## src/rtl/irq_ctrl_pkg.sv

```systemverilog
`default_nettype none
// ============================================================================
//  Module      : irq_ctrl_pkg
//  Description : Shared types and constants for the priority interrupt
//                controller (FSM state encoding, mcause layout, size limit).
//  Revision    : 1.0 - initial release
// ============================================================================
package irq_ctrl_pkg;

    typedef enum logic [1:0] {
        IRQ_IDLE = 2'd0,
        IRQ_PEND = 2'd1,
        IRQ_SERV = 2'd2
    } irq_state_e;

    // mcause bit flagging an asynchronous (interrupt) cause
    localparam int MCAUSE_INT_BIT = 31;
    // Largest number of sources the mcause ID field can describe
    localparam int IRQ_MAX_NUM    = 32;

endpackage : irq_ctrl_pkg
`default_nettype wire

```

## src/rtl/irq_prio_controller_enc.sv

```systemverilog
`default_nettype none
// ============================================================================
//  Module      : irq_prio_enc
//  Description : Fixed-priority encoder. Reports whether any candidate bit is
//                set and the index of the lowest set bit (index 0 wins).
//                Purely combinational.
//  Revision    : 1.0 - initial release
// ============================================================================
module irq_prio_enc #(
    parameter int N = 8
) (
    input  logic [N-1:0]         cand,
    output logic                 valid,
    output logic [$clog2(N)-1:0] id
);

    localparam int W = $clog2(N);

    // Walk from the top index down so the lowest set index is the last write
    always_comb begin
        valid = |cand;
        id    = '0;
        for (int i = N - 1; i >= 0; i--) begin
            if (cand[i]) begin
                id = W'(i);
            end
        end
    end

endmodule : irq_prio_enc
`default_nettype wire

```

## src/rtl/irq_prio_controller.sv

```systemverilog
`default_nettype none
// ============================================================================
//  Module      : irq_prio_controller
//  Description : Machine-mode interrupt controller. Picks the highest-priority
//                enabled pending source in one cycle, raises INT_o until the
//                core takes the trap, holds the ID until mret and then pulses
//                a one-hot completion back to the serviced peripheral.
//  Config      : IRQ_CTRL_EDGE_EN - when defined, requests are edge-captured
//                into a pending register; otherwise they are level-sensitive.
//  Revision    : 1.0 - initial release
// ============================================================================
module irq_prio_controller
    import irq_ctrl_pkg::*;
#(
    parameter int NUM_IRQ = 8
) (
    input  logic               clk_i,
    input  logic               rst_i,
    input  logic [NUM_IRQ-1:0] int_req_i,
    input  logic [NUM_IRQ-1:0] mie_i,
    input  logic               int_ack_i,
    input  logic               INT_RST_i,
    output logic               INT_o,
    output logic [NUM_IRQ-1:0] int_fin_o,
    output logic [31:0]        mcause_o
);

    localparam int ID_W = $clog2(NUM_IRQ);

    // Reject configurations the mcause ID field cannot represent
    if (NUM_IRQ < 2 || NUM_IRQ > IRQ_MAX_NUM) begin : g_bad_num_irq
        $error("irq_prio_controller: NUM_IRQ must be in 2..32");
    end

    irq_state_e         r_state;
    irq_state_e         w_state_nxt;
    logic [ID_W-1:0]    r_id;
    logic [ID_W-1:0]    w_sel_id;
    logic               w_sel_vld;
    logic [NUM_IRQ-1:0] w_pend;
    logic [NUM_IRQ-1:0] w_cand;
    logic [NUM_IRQ-1:0] w_fin;
    logic               w_int;
    logic [31:0]        w_mcause;

`ifdef IRQ_CTRL_EDGE_EN
    logic [NUM_IRQ-1:0] r_pend;
    logic [NUM_IRQ-1:0] r_req_d;

    // Capture rising edges; a new edge outranks the completion clear
    always_ff @(posedge clk_i or posedge rst_i) begin
        if (rst_i) begin
            r_req_d <= '0;
            r_pend  <= '0;
        end else begin
            r_req_d <= int_req_i;
            r_pend  <= (r_pend & ~w_fin) | (int_req_i & ~r_req_d);
        end
    end

    assign w_pend = r_pend;
`else
    // Level mode: the peripheral holds its request until completion
    assign w_pend = int_req_i;
`endif

    assign w_cand = w_pend & mie_i;

    irq_prio_enc #(
        .N (NUM_IRQ)
    ) u_enc (
        .cand  (w_cand),
        .valid (w_sel_vld),
        .id    (w_sel_id)
    );

    // State register
    always_ff @(posedge clk_i or posedge rst_i) begin
        if (rst_i) begin
            r_state <= IRQ_IDLE;
        end else begin
            r_state <= w_state_nxt;
        end
    end

    // Latch the winning ID only when leaving IDLE; no re-arbitration later
    always_ff @(posedge clk_i or posedge rst_i) begin
        if (rst_i) begin
            r_id <= '0;
        end else if (r_state == IRQ_IDLE && w_sel_vld) begin
            r_id <= w_sel_id;
        end
    end

    // Next-state and output decode
    always_comb begin
        w_state_nxt = r_state;
        w_int       = 1'b0;
        w_fin       = '0;
        case (r_state)
            IRQ_IDLE: begin
                if (w_sel_vld) begin
                    w_state_nxt = IRQ_PEND;
                end
            end
            IRQ_PEND: begin
                w_int = 1'b1;
                // Acknowledge wins over a simultaneous withdrawal
                if (int_ack_i) begin
                    w_state_nxt = IRQ_SERV;
                end else if (!w_cand[r_id]) begin
                    w_state_nxt = IRQ_IDLE;
                end
            end
            IRQ_SERV: begin
                if (INT_RST_i) begin
                    w_fin[r_id] = 1'b1;
                    w_state_nxt = IRQ_IDLE;
                end
            end
            default: begin
                w_state_nxt = IRQ_IDLE;
            end
        endcase
    end

    // mcause: interrupt flag plus zero-extended source ID
    always_comb begin
        w_mcause                 = '0;
        w_mcause[MCAUSE_INT_BIT] = 1'b1;
        w_mcause[ID_W-1:0]       = r_id;
    end

    assign INT_o     = w_int;
    assign int_fin_o = w_fin;
    assign mcause_o  = w_mcause;

endmodule : irq_prio_controller
`default_nettype wire

```

## config.mk

```make
export PLATFORM = sky130hd
export DESIGN_NAME = irq_prio_controller
export DESIGN_NICKNAME = d
export VERILOG_FILES = /design/src/rtl/irq_ctrl_pkg.sv /design/src/rtl/irq_prio_controller_enc.sv /design/src/rtl/irq_prio_controller.sv
export SDC_FILE = /design/constraint.sdc
export NUM_CORES = 1
export LEC_CHECK = 0
export CELL_PAD_IN_SITES_DETAIL_PLACEMENT = 0
export CELL_PAD_IN_SITES_GLOBAL_PLACEMENT = 1
export CORE_MARGIN = 3
export CORE_UTILIZATION = 21
export DETAILED_ROUTE_END_ITERATION = 7
export HOLD_SLACK_MARGIN = 0.08
export PLACE_DENSITY_LB_ADDON = 0.1
export SYNTH_ARGS = -nofsm -noshare
export SYNTH_HDL_FRONTEND = slang
export SYNTH_SLANG_ARGS = --single-unit
```

## constraint.sdc

```tcl
create_clock -name clk_i -period 2.72 [get_ports clk_i]
set_clock_uncertainty 0.1 [all_clocks]
set_input_delay 0.544 -clock clk_i [delete_from_list [all_inputs] [get_ports clk_i]]
set_output_delay 0.544 -clock clk_i [all_outputs]
set_load 0.02 [all_outputs]
```

== Word-level counts from Yosys, hierarchy flattened ==
Index checks and enable logic that the tools add are counted.

* Output and inout bits: 41
* Flip-flop bits (word level): 5
* Word-level logic and storage cells: 35
* Input port bits: 20

* Multiplexer cells: 20
* Reduce and logical (&&, ||, !) cells: 5
* Equal/unequal tests: 5
* Order comparisons: 2
* Bitwise logic cells: 1

{| class="wikitable"
|+ Operators with widths
! operator !! number
|-
| 2-to-1 mux 3 bit || 8
|-
| 2-to-1 mux 8 bit || 2
|-
| AND 8 bit || 1
|-
| 2-to-1 mux 2 bit || 4
|-
| OR reduction 8 bit || 1
|-
| case mux 2 bit (3 select lines) || 1
|-
| < comparator 3 x 4 -> 1 bit (second input constant) || 1
|-
| != test 2 bit (second input constant) || 2
|-
| binary-select mux 1 bit (select 3 bit) || 1
|-
| demux 1 bit (select 3 bit) || 1
|-
| greater-or-equal comparator 3 x 1 -> 1 bit (second input constant) || 1
|-
| 2-to-1 mux 1 bit || 3
|-
| != test 3 bit (second input constant) || 1
|-
| AND reduction 3 bit || 1
|-
| == test 2 x 1 -> 1 bit (second input constant) || 1
|-
| == test 2 bit (second input constant) || 1
|-
| logical AND 1 bit || 2
|-
| zero test 2 bit || 1
|}

== Longest topological paths before layout ==
* Depth in word-level cells: 9
* Mapped depth: 5
* Gate-level depth less buffers: 4

== By module ==
Synthesis repeated with hierarchy kept, for this count alone.

* Cells, all modules: 91
* Area, all modules: 710.7 µm²

{| class="wikitable"
|+ By module, submodules not included
! module !! times used !! cells each !! area an instance (µm²)
|-
| irq_prio_controller || 1 || 78 || 629.4
|-
| irq_prio_enc || 1 || 13 || 81.3
|}

== Worst setup path after synthesis ==
OpenSTA, ideal clock, no wires.

* Kind: register -> output
* Start point: register r_id[0]
* End point: output int_fin_o[0]
* Setup slack: 503 ps
* Required time: 2,076 ps
* Path buffers: 1
* Data arrival time: 1,573 ps
* Stages on the path, launching flop included: 4
* Cell sequence: dfrtp_1 buf_2 or3_2 nor3_1

* Cells in the longest elaborated chain, start to end: 6
* Elaborated cells on any way between the ends: 7

{| class="wikitable"
|+ RTL lines
! element !! line !! source
|-
| start: declaration || irq_prio_controller.sv:37 || <nowiki>logic [ID_W-1:0] r_id;</nowiki>
|-
| start signal: assignment || irq_prio_controller.sv:91 || <nowiki>r_id <= w_sel_id;</nowiki>
|-
| < comparator 3 x 4 -> 1 bit (implied by the code) or greater-or-equal comparator 3 x 1 -> 1 bit (tied branches) || irq_prio_controller.sv:117 || <nowiki>w_fin[r_id] = 1'b1;</nowiki>
|-
| logical AND 1 bit (implied by the code) || irq_prio_controller.sv:117 ||
|-
| 2-to-1 mux 1 bit (implied by the code) || irq_prio_controller.sv:117 ||
|-
| demux 1 bit (select 3 bit) (*) || irq_prio_controller.sv:117 ||
|-
| 2-to-1 mux 8 bit (*) || irq_prio_controller.sv:116 || <nowiki>if (INT_RST_i) begin</nowiki>
|-
| 2-to-1 mux 8 bit (*) || irq_prio_controller.sv:100 || <nowiki>case (r_state)</nowiki>
|-
| end: declaration || irq_prio_controller.sv:24 || <nowiki>output logic [NUM_IRQ-1:0] int_fin_o,</nowiki>
|}

Mark *: on every way between the ends. The rest lies on a longest branch, timed or not.

== Final worst setup path ==
* Start point: input INT_RST_i
* End point: output int_fin_o[7]

* Cells in the longest elaborated chain, start to end: 2

{| class="wikitable"
|+ RTL lines
! element !! line !! source
|-
| start: declaration || irq_prio_controller.sv:22 || <nowiki>input logic INT_RST_i,</nowiki>
|-
| 2-to-1 mux 8 bit || irq_prio_controller.sv:116 ||
|-
| 2-to-1 mux 8 bit || irq_prio_controller.sv:100 ||
|}

Every way passes these cells.

==> run summary <==
Antenna Nets Post-Route: 0
Final Critical Period: 2620 ps
Area growth from synthesis to final layout: 38.3%
CTS Buf Count: 3
Count of cell types in the netlist: 26
Drt via density: 4.06
Die width: 63.6 um
WHS: 396 ps
Worst-path maximum fanout: 4
HPWL after DPL: 1590 um
CTS HTree Levels: 1
Synth Register Bits: 5
Ant. Diodes: 0
Die area: 4040 um2
Remaining DRCs: 0
Congestion Overflow GR: 0
Reg2reg path depth: 3
Row cnt: 20
Multi-input gate area: 432 um2
Final Total Pwr: 0.000680 W
WL final: 1840 um
HP Class: primary input to asynchronous set/reset pin
Total core area: 3100 um2
Drt first pass iters: 4
Initial antenna violation count: 0
Global-route wire length before repair: 2890 um
Initial DRC count: 34
Max-cap violations: 0
RSZ-0062 raised after global routing: no
Power Density: 707 nW/um2
R2r setup slk: 1220 ps
Fin crit share: 96.3%
Post-Synthesis Cells: 96
Worst skew pair latency: 240 ps
Lkg Pwr: 0.491 nW
Total track usage: 8.99%
I/O pins: 61
Clock sinks: 5
CTS tree: built
Gp weighted congestion: 0.723
Max VDD drop: 0.144 mV
Final number of hold-violating endpoints: 0
Final Setup Violations: 0
Buffer levels on the longest clock path: 2
Clock root buffer master: clkbuf_4
CP required: 2080 ps
Ys Warns: 0
Crit start category: primary input
Slew Viols, Final: 0
Place WS: -247 ps
FMAX: 382 MHz
Status: completed
Vias: 694
Setup ws final: 101 ps
Clock slew at reported path FFs: 40 ps
IO Port Bufs: 31
Crit path DAT: 1970 ps
Setup repair bufs after CTS: 0
Layout fillers: 361
Final Util: 31.0%
Avg Inst Size Synth: 7.25 um2
Layout cells sized above 1: 6.30%
WS Path Type: primary input to output pin
Die Span Y: 63.6 um
FF/Latch Area: 125 um2
Initial Utilization: 22.4%
Final nets: 148
Drt wl/cell: 10.8 um
FF-to-FF Start: r_state[0]
Synth Cell Area: 696 um2
Pin count of the biggest net entering global routing: 12
Reg-to-reg endpoint: r_id[0]
Vias in the first global route: 589
Seq/Total Area, Yosys: 18.0%
Critical path endpoint category: output pin
[critical path, stage by stage]
cell and delay (ps):
clkdlybuf4s50_1 470, nand2_1 60, nor2_1 80, nand2_1 110, nor2_1 100, clkdlybuf4s50_1 610
[layout make-up]
cell class / count / share of cell area [%]
Inverter: 2 / 0.780
Clock buffer: 4 / 2.73
Multi-Input combinational cell: 84 / 44.9
Timing Repair Buffer: 32 / 32.9
Sequential cell: 5 / 13.0
Tap cell: 44 / 5.72
[per-stage QoR]
stage | cells | cell area, um2 | setup TNS [ps]
2_1_floorplan | 123 | 797 | 0
3_3_place_gp | 167 | 937 | -739
3_5_place_dp | 167 | 937 | -760
4_1_cts | 171 | 958 | 0
5_1_grt | 171 | 962 | 0
6_report | 171 | 962 | 0
[synthesized netlist by cell type]
cell,count,area share (%)
a211oi_1,2,2.2
a21oi_1,6,4.3
a222oi_1,1,1.4
a22o_1,1,1.3
a22oi_1,4,4.3
a311oi_1,1,1.3
a31oi_1,1,0.90
a32o_1,1,1.4
a41o_1,1,1.4
and2_1,1,0.90
buf_2,3,2.2
buf_4,29,31
conb_1,2,1.1
dfrtp_1,5,18
inv_1,2,1.1
nand2_1,11,5.9
nand2b_1,3,2.7
nand3_1,2,1.4
nor2_1,10,5.4
nor3_1,2,1.4
o21ai_0,2,1.4
o22ai_1,1,0.90
o41ai_2,2,4.7
or2_1,1,0.90
or2b_1,1,1.1
or3_2,1,1.1
[cells by family (layout without fill, tap and decap cells)]
group                  Yosys count  after routing  share of synthesized area (%)
other                            2             29                           1.08
flip-flops                       5              5                           18.0
AO/OA/AOI/OAI                   23             23                           25.5
buffers and inverters           34             38                           34.5
AND/OR/NAND/NOR                 32             32                           20.9
[repair_timing]
action / in CTS / in global routing
hold buffers: 0 / 0
resized for setup: 4 / 6
hold endpoints to repair: 0 / 0
endpoints found under the setup margin: 4 / 4
pin swaps: 0 / 0
[placed cells by master (no fill, tap or decap), drive strengths merged]
master and n:
nand2 11, a22o 1, dlymetal6s2s 3, nor3 2, dfrtp 5, conb 29, and2 1, a22oi 4
or3 1, nand2b 3, or2 1, o41ai 2, a41o 1, a311oi 1, clkdlybuf4s50 24, dlygate4sd2 3
o22ai 1, a211oi 2, a32o 1, or2b 1, a21oi 6, nand3 2, clkbuf 5, a222oi 1
o21ai 2, buf 1, nor2 10, inv 2, a31oi 1
[per-layer routing]
metal	vias to the layer above	global-route usage [%]	share of wire [%]
met4	0	3.23	0
met3	0	1.43	8.6
li1	339	-	-
met2	40	14.6	49
met5	-	0	0
met1	315	11.9	43
[state kept, by name (all words and copies together) (netlist names)]
signal and count:
r_id 3, r_state 2
[worst max path at each step]
stage | from | slack (ps) | end
global route | INT_RST_i | 6 | int_fin_o[7]
global placement | INT_RST_i | -230 | int_fin_o[0]
detailed placement | INT_RST_i | -250 | int_fin_o[0]
CTS | INT_RST_i | 6 | int_fin_o[1]
floorplan | r_id[0] | 500 | int_fin_o[0]
finish | INT_RST_i | 100 | int_fin_o[7]
[where the power goes]
group | switching, W | internal [W] | leakage, nW
registers | 0.0000683 | 0.000111 | 0.0616
logic | 0.000232 | 0.000185 | 0.414
clock network | 0.0000276 | 0.0000553 | 0.0150
Power figures use the tool's default switching activity.
